### src/rtl/decode_stage.sv
// Pipelined RV32I decode stage sitting between fetch and execute.
// It accepts {instr, pc} on a valid/ready handshake, decodes the control
// signals, register indices and sign-extended immediate, and registers the
// bundle for execute. It also flags illegal instructions and ECALL/EBREAK.
// Ports:
//   clk, rst (sync, active-high), flush
//   in_valid/in_ready/in_instr/in_pc  : fetch side handshake and payload
//   out_valid/out_ready               : execute side handshake
//   out_*                             : registered decoded bundle
module decode_stage #(
  parameter int unsigned XLEN          = 32,
  parameter int unsigned SKID_EN       = 1,
  parameter int unsigned ENABLE_SYSTEM = 1
) (
  input  logic            clk,
  input  logic            rst,
  input  logic            flush,
  input  logic            in_valid,
  output logic            in_ready,
  input  logic [31:0]     in_instr,
  input  logic [XLEN-1:0] in_pc,
  output logic            out_valid,
  input  logic            out_ready,
  output logic [XLEN-1:0] out_pc,
  output logic [4:0]      out_rd,
  output logic [4:0]      out_rs1,
  output logic [4:0]      out_rs2,
  output logic [XLEN-1:0] out_imm,
  output logic            out_reg_write_enable,
  output logic [1:0]      out_result_src,
  output logic            out_is_branch,
  output logic            out_is_jump,
  output logic            out_mem_write_enable,
  output logic [2:0]      out_mem_funct3,
  output logic [5:0]      out_alu_op,
  output logic            out_alu_input_config,
  output logic [2:0]      out_imm_sel,
  output logic            out_illegal,
  output logic            out_ecall,
  output logic            out_ebreak
);

  localparam int unsigned REG_W = 5;

  localparam logic [6:0] OPC_OP     = 7'b0110011;
  localparam logic [6:0] OPC_OPIMM  = 7'b0010011;
  localparam logic [6:0] OPC_LOAD   = 7'b0000011;
  localparam logic [6:0] OPC_STORE  = 7'b0100011;
  localparam logic [6:0] OPC_BRANCH = 7'b1100011;
  localparam logic [6:0] OPC_JAL    = 7'b1101111;
  localparam logic [6:0] OPC_JALR   = 7'b1100111;
  localparam logic [6:0] OPC_LUI    = 7'b0110111;
  localparam logic [6:0] OPC_AUIPC  = 7'b0010111;
  localparam logic [6:0] OPC_SYSTEM = 7'b1110011;

  localparam logic [2:0] IMM_I = 3'd0;
  localparam logic [2:0] IMM_U = 3'd1;
  localparam logic [2:0] IMM_J = 3'd2;
  localparam logic [2:0] IMM_B = 3'd3;
  localparam logic [2:0] IMM_S = 3'd4;

  localparam logic [5:0] ALU_ADD = 6'b110000;

  typedef struct packed {
    logic [XLEN-1:0]  pc;
    logic [REG_W-1:0] rd;
    logic [REG_W-1:0] rs1;
    logic [REG_W-1:0] rs2;
    logic [XLEN-1:0]  imm;
    logic             reg_we;
    logic [1:0]       result_src;
    logic             is_branch;
    logic             is_jump;
    logic             mem_we;
    logic [2:0]       mem_funct3;
    logic [5:0]       alu_op;
    logic             alu_cfg;
    logic [2:0]       imm_sel;
    logic             illegal;
    logic             ecall;
    logic             ebreak;
  } bundle_t;

  logic [6:0] opcode;
  logic [2:0] funct3;
  logic [6:0] funct7;
  logic       legal;
  logic [31:0] imm32;
  bundle_t    dec_c;

  bundle_t out_q, out_d, skid_q, skid_d;
  logic    out_valid_q, out_valid_d, skid_valid_q, skid_valid_d;
  logic    in_ready_c, accept_c, fire_c;

  assign opcode = in_instr[6:0];
  assign funct3 = in_instr[14:12];
  assign funct7 = in_instr[31:25];

  // Combinational decode of the incoming word; fields are only set on legal encodings
  always_comb begin
    dec_c            = '0;
    legal            = 1'b0;
    dec_c.pc         = in_pc;
    dec_c.rd         = in_instr[11:7];
    dec_c.rs1        = in_instr[19:15];
    dec_c.rs2        = in_instr[24:20];
    dec_c.mem_funct3 = funct3;
    dec_c.imm_sel    = IMM_I;
    case (opcode)
      OPC_OP: begin
        if (funct7 == 7'h00 || (funct7 == 7'h20 && (funct3 == 3'b000 || funct3 == 3'b101))) begin
          legal         = 1'b1;
          dec_c.reg_we  = 1'b1;
          dec_c.alu_op  = {2'b00, in_instr[30], funct3};
        end
      end
      OPC_OPIMM: begin
        // Shift-immediates reuse funct7 as an encoding field; only SRAI may set bit 30
        if ((funct3 == 3'b001 && funct7 == 7'h00) ||
            (funct3 == 3'b101 && (funct7 == 7'h00 || funct7 == 7'h20)) ||
            (funct3 != 3'b001 && funct3 != 3'b101)) begin
          legal         = 1'b1;
          dec_c.reg_we  = 1'b1;
          dec_c.alu_cfg = 1'b1;
          dec_c.alu_op  = {2'b01, (funct3 == 3'b101) & in_instr[30], funct3};
        end
      end
      OPC_LOAD: begin
        if (funct3 inside {3'b000, 3'b001, 3'b010, 3'b100, 3'b101}) begin
          legal            = 1'b1;
          dec_c.reg_we     = 1'b1;
          dec_c.result_src = 2'd1;
          dec_c.alu_cfg    = 1'b1;
          dec_c.alu_op     = ALU_ADD;
        end
      end
      OPC_STORE: begin
        if (funct3 inside {3'b000, 3'b001, 3'b010}) begin
          legal          = 1'b1;
          dec_c.mem_we   = 1'b1;
          dec_c.alu_cfg  = 1'b1;
          dec_c.imm_sel  = IMM_S;
          dec_c.alu_op   = ALU_ADD;
        end
      end
      OPC_BRANCH: begin
        if (funct3 != 3'b010 && funct3 != 3'b011) begin
          legal           = 1'b1;
          dec_c.is_branch = 1'b1;
          dec_c.imm_sel   = IMM_B;
          dec_c.alu_op    = {2'b10, 1'b0, funct3};
        end
      end
      OPC_JAL, OPC_JALR: begin
        if (opcode == OPC_JAL || funct3 == 3'b000) begin
          legal            = 1'b1;
          dec_c.is_jump    = 1'b1;
          dec_c.reg_we     = 1'b1;
          dec_c.result_src = 2'd2;
          dec_c.alu_cfg    = 1'b1;
          dec_c.imm_sel    = (opcode == OPC_JAL) ? IMM_J : IMM_I;
          dec_c.alu_op     = ALU_ADD;
        end
      end
      OPC_LUI, OPC_AUIPC: begin
        legal         = 1'b1;
        dec_c.reg_we  = 1'b1;
        dec_c.alu_cfg = 1'b1;
        dec_c.imm_sel = IMM_U;
        dec_c.alu_op  = ALU_ADD;
      end
      OPC_SYSTEM: begin
        if (ENABLE_SYSTEM != 0) begin
          if (in_instr == 32'h0000_0073) begin
            legal       = 1'b1;
            dec_c.ecall = 1'b1;
          end else if (in_instr == 32'h0010_0073) begin
            legal        = 1'b1;
            dec_c.ebreak = 1'b1;
          end
        end
      end
      default: ;
    endcase
    dec_c.illegal = !legal;
    // x0 is never written
    if (dec_c.rd == '0) dec_c.reg_we = 1'b0;

    case (dec_c.imm_sel)
      IMM_U:   imm32 = {in_instr[31:12], 12'b0};
      IMM_J:   imm32 = {{12{in_instr[31]}}, in_instr[19:12], in_instr[20], in_instr[30:21], 1'b0};
      IMM_B:   imm32 = {{20{in_instr[31]}}, in_instr[7], in_instr[30:25], in_instr[11:8], 1'b0};
      IMM_S:   imm32 = {{20{in_instr[31]}}, in_instr[31:25], in_instr[11:7]};
      default: imm32 = {{20{in_instr[31]}}, in_instr[31:20]};
    endcase
    dec_c.imm = XLEN'($signed(imm32));
  end

  // With the skid enabled, ready only depends on whether the spare slot is free
  assign in_ready_c = (SKID_EN != 0) ? !skid_valid_q : (!out_valid_q || out_ready);
  assign accept_c   = in_valid && in_ready_c && !flush;
  assign fire_c     = out_valid_q && out_ready;

  // Output slot and skid slot next-state
  always_comb begin
    out_d        = out_q;
    out_valid_d  = out_valid_q;
    skid_d       = skid_q;
    skid_valid_d = skid_valid_q;
    if (flush) begin
      out_valid_d  = 1'b0;
      skid_valid_d = 1'b0;
    end else if (!out_valid_q || fire_c) begin
      if (skid_valid_q) begin
        // Older skid entry goes out first; a same-cycle accept refills the skid
        out_d        = skid_q;
        out_valid_d  = 1'b1;
        skid_valid_d = accept_c;
        if (accept_c) skid_d = dec_c;
      end else begin
        out_valid_d = accept_c;
        if (accept_c) out_d = dec_c;
      end
    end else if (accept_c) begin
      skid_d       = dec_c;
      skid_valid_d = 1'b1;
    end
  end

  always_ff @(posedge clk) begin
    if (rst) begin
      out_q        <= '0;
      out_valid_q  <= 1'b0;
      skid_q       <= '0;
      skid_valid_q <= 1'b0;
    end else begin
      out_q        <= out_d;
      out_valid_q  <= out_valid_d;
      skid_q       <= skid_d;
      skid_valid_q <= skid_valid_d;
    end
  end

  assign in_ready             = in_ready_c;
  assign out_valid            = out_valid_q;
  assign out_pc               = out_q.pc;
  assign out_rd               = out_q.rd;
  assign out_rs1              = out_q.rs1;
  assign out_rs2              = out_q.rs2;
  assign out_imm              = out_q.imm;
  assign out_reg_write_enable = out_q.reg_we;
  assign out_result_src       = out_q.result_src;
  assign out_is_branch        = out_q.is_branch;
  assign out_is_jump          = out_q.is_jump;
  assign out_mem_write_enable = out_q.mem_we;
  assign out_mem_funct3       = out_q.mem_funct3;
  assign out_alu_op           = out_q.alu_op;
  assign out_alu_input_config = out_q.alu_cfg;
  assign out_imm_sel          = out_q.imm_sel;
  assign out_illegal          = out_q.illegal;
  assign out_ecall            = out_q.ecall;
  assign out_ebreak           = out_q.ebreak;

endmodule

### config.mk
export PLATFORM = sky130hd
export DESIGN_NAME = decode_stage
export DESIGN_NICKNAME = d
export VERILOG_FILES = /design/src/rtl/decode_stage.sv
export SDC_FILE = /design/constraint.sdc
export NUM_CORES = 1
export LEC_CHECK = 0
export CORE_ASPECT_RATIO = 1.4
export CORE_MARGIN = 8
export CORE_UTILIZATION = 52
export CTS_CLUSTER_SIZE = 40
export DETAILED_ROUTE_END_ITERATION = 6
export PLACE_DENSITY = 0.77
export SETUP_SLACK_MARGIN = 0.02
export SYNTH_ARGS = -nofsm -noshare
export SYNTH_HDL_FRONTEND = slang
export SYNTH_SLANG_ARGS = --single-unit
### constraint.sdc
create_clock -name clk -period 3.3 [get_ports clk]
set_input_delay 0.495 -clock clk [delete_from_list [all_inputs] [get_ports clk]]
set_output_delay 0.495 -clock clk [all_outputs]
set_load 0.02 [all_outputs]
# Word-level counts from Yosys, hierarchy flattened
# Cells that the tools add are included.
# totals
regBits	204
in_bits	69
out_inout_bits	103
wordCells	136
# op_classes
eq_ne	26
n_mux	41
n_bitwise	2
reduce_logical	31
# ops
operator	n
2-to-1 mux 101 bit	5
one-hot mux 31 bit (4 select lines)	1
one-hot mux 6 bit (7 select lines)	1
== test 32 x 21 -> 1 bit, second input constant	1
== test 32 x 7 -> 1 bit, second input constant	1
== test 7 x 6 -> 1 bit, second input constant	4
== test 7 bit, second input constant	4
2-to-1 mux 10 bit	2
2-to-1 mux 1 bit	18
== test 7 x 5 -> 1 bit, second input constant	2
2-to-1 mux 6 bit	2
one-hot mux 3 bit (4 select lines)	1
one-hot mux 1 bit (5 select lines)	2
== test 3 x 2 -> 1 bit, second input constant	3
== test 3 bit, second input constant	3
logical AND 1 bit	8
one-hot mux 1 bit (8 select lines)	1
== test 7 x 2 -> 1 bit, second input constant	1
zero test 7 bit	1
logical OR 1 bit	7
2-to-1 mux 7 bit	1
== test 3 x 1 -> 1 bit, second input constant	2
2-to-1 mux 2 bit	3
2-to-1 mux 3 bit	2
17 further kinds	24

# Longest topological paths before layout
# depth
ltp_word	11
depth_mapped	9
mapped_depth_nobuf	5

# Worst setup path after synthesis
# Ideal clock, no wire load.
# synth_timing
path_kind	input to register
startpoint	input port in_instr[7]
endpoint	register out_q, in the netlist out_ecall
setup_time_ns	0.088
arrival_ns	2.471
t_required_ns	3.212
slack_ns	0.741
cell_stages	5
path_buffers	0
cell_sequence	or4_1 > or4_1 > or3_1 > or3_1 > a311oi_2
# synth_between
elab_chain_cells	5
# synth_rtl
element	line	source
from (decl)	20	input logic [31:0] in_instr,
== test 32 x 7 -> 1 bit	174	if (in_instr == 32'h0000_0073) begin
2-to-1 mux 1 bit	174	
2-to-1 mux 2 bit	109	case (opcode)
2-to-1 mux 101 bit	222	if (accept_c) out_d = dec_c;
2-to-1 mux 101 bit	214	if (skid_valid_q) begin
to (signal assigned)	237	out_q <= out_d;
to (decl)	91	bundle_t out_q, out_d, skid_q, skid_d;
# Every way passes these cells. The select of a mux whose other input is x is not followed.
# A chain may end at the register's enable or synchronous reset.

# Final worst setup path
# Ends and elaborated chain as after synthesis.

==> flow_summary.toml <==
[run_status]
status = "finished, final reports clean"

[sta]
timing.final.crit_share_pct = 82.2
drv_slew = 0
slew_headroom_pct = 39.5
hold_viol = 0
max_freq_mhz = 369
timing.hold.ws_ns = 0.416
finClkSkew_ns = 0.0130
setup_viol = 0
finalSetupTns_ns = 0
period_needed_ns = 2.71
rsz0062_at_grt = "false"
fin_ws_ns = 0.587
worstMarginPinSlew_ns = 0.900

[drt]
route.detailed.wl_per_inst_microns = 18.0
drt-initial-drc-count = 668
vias = 7985
ant_nets = 0
viasPerCell = 5.79
drt-total-wl_microns = 24800
first_pass_iters = 5
drcViolationCount = 0

[clocking]
cts.repair.resized = 0
htreeDepth = 1
insertion_delay_ns = 0.49
hold_buffers = 0
clock_sinks = 202
cts_buffers = 20
clockRootBuffer = "clkbuf_16"
clk_pin_slew_ns = 0.07
tritoncts = "yes"
cts_setup_buffers = 0
clock_path_buffers = 3

[placed_design]
dpl_cell_area_sq_um = 10600
dp_hpwl_microns = 16100
globalplace.congestion = 0.914
place_ws_ns = 0.109
placed_cells = 1343
portBuffers = 171

[worst_setup_path]
cp_top_family = "simple AND/OR/NAND/NOR gates"
cp.required_ns = 3.71
cp_max_fo = 3
crit_buf_inv = 1
critPathSlowestCell = "or4_1"
crit_chain = "clkdlybuf4s50_1 > or4_1 > or4_1 > or3_1 > or3_1 > a311oi_2"
max_stage_delay_ns = 0.58
arrival_ns = 3.13
worstSetupPathType = "primary input to flip-flop"
start_kind = "primary input"
cp-end-kind = "flip-flop"

[cells_and_area]
synthToLayoutAreaGrowth_pct = 30.6
final_core_util_pct = 69.5
drive_gt1_share_pct = 6.79
fill_cells = 1338
final_cell_mix = "201 x dfxtp_1, 170 x clkdlybuf4s50_1, 158 x nand2_1, 140 x nor2_1, 106 x a21oi_1"
layout.nets = 1235
final_common_cell = "dfxtp_1"
finalNonFillerCells = 1378
n_antenna_cell = 0
postLayoutCellArea_sq_um = 11200

[yosys]
syn_area_per_cell_sq_um = 8.31
ys_seq_elements = 202
synth_edf_count = 0
yosysSeqAreaShare_pct = 47.0
ys_warn_count = 0
ys_types = 56
synth.net_count = 1104
synth_ff_type = "dfxtp_1"
synth_area_sq_um = 8600
async_flop_share_pct = 0
syn_inst = 1035

[global_route]
grt_max_degree = 112
grtUsageTotal_pct = 22.7
grt_antenna_before_repair = 0
grt_pass1_wl_microns = 40000
grt_overflow = 0
grt_pass1_vias = 7619

[floorplan]
rows = 55
io_pins = 172
initial_utilization_pct = 53.2
die_w_microns = 125
die_h_microns = 168
dieArea_sq_um = 21000
core_area_sq_um = 16200

[power]
power.leakage_nw = 3.84
power.density_nw_per_um2 = 506
ir_worst_vdd_mv = 0.418
power.total_mw = 5.69

[worst_hold_path]
hold_class = "primary input to flip-flop"

[flow_run]
max_cap_viol_count = 0
## worst reg2reg max path: cells and delay by family (launching register included)
family | cells | cell delay, ns
AOI/OAI and AO/OA | 1 | 0.37
buffers and inverters | 1 | 0.22
DFF | 1 | 0.70
and+or+nand+nor | 3 | 0.78
## synth_stat cells (3+ instances only)
library cell	n	area (sq um)
nand2b_1	4	25.0
clkbuf_1	81	304
inv_1	6	22.5
a32o_1	9	90.1
a21boi_0	4	30.0
o311ai_0	6	52.6
nand3_1	22	110
nor4_1	5	31.3
a31oi_1	3	18.8
nor2b_1	3	18.8
buf_1	10	37.5
o211ai_1	6	45.0
mux2_2	4	45.0
o21bai_1	5	37.5
or4_1	3	22.5
mux2i_1	51	510
nor2_1	140	526
a211o_1	20	175
o21ai_0	8	40.0
a211oi_1	86	646
buf_2	4	20.0
and3_1	4	25.0
nor3_1	32	160
nand2_1	158	593
o41ai_1	4	35.0
and2_1	3	18.8
a21oi_1	106	531
dfxtp_1	202	4040
or3_1	5	31.3
a311oi_1	8	70.1
## layer usage
metal,vias up,GRT usage (%),share of wire [%]
li1,3936,-,-
met1,3745,27.4,42
met2,253,38.5,48
met3,51,5.28,6.6
met4,0,8.30,2.8
met5,-,0,0
## path summary, 6_finish.rpt
kind	startpoint	endpoint	slack [ns]	cells after the start
worst max-delay path	in_instr[7]	out_ecall	0.59	6
worst min-delay path	rst	out_imm[2]	0.42	2
worst max register to register	skid_valid_q	out_mem_funct3[1]	1.11	5
worst min register to register	skid_q[0]	skid_q[0]	0.45	2
## final cells by class
type | instances | area, sq um | share of cell area [%]
repair buffers | 206 | 2050 | 18.2
clock inverters | 6 | 111 | 0.991
flip-flops and latches | 202 | 4050 | 36.0
multi-input cells | 729 | 4180 | 37.2
clock buffers | 29 | 576 | 5.12
inverters | 7 | 26.3 | 0.234
well taps | 199 | 249 | 2.22
## cell families (layout without fill, tap and decap cells)
family / count (synthesis) / in the layout / share of synthesized area (%)
xor gates and xnor gates: 1 / 1 / 0.102
AOI/OAI and AO/OA: 277 / 277 / 21.9
buffers and inverters: 104 / 248 / 4.73
muxes: 55 / 55 / 6.46
and+or+nand+nor: 396 / 396 / 19.8
DFF: 202 / 202 / 47.0
## report_power, final
group          switching (mW)  internal, mW
combinational           0.387         0.326
clock                   0.951          1.45
sequential             0.0456          2.52
## state kept, by name, indices dropped and copies added (netlist names), 2 cells and up
signal and cells:
skid_q 100, out_imm 32, out_pc 32, out_alu_op 6, out_rd 5, out_rs1 5, out_rs2 5, out_imm_sel 3
out_mem_funct3 3, out_result_src 2
Power figures use the tool's default switching activity.
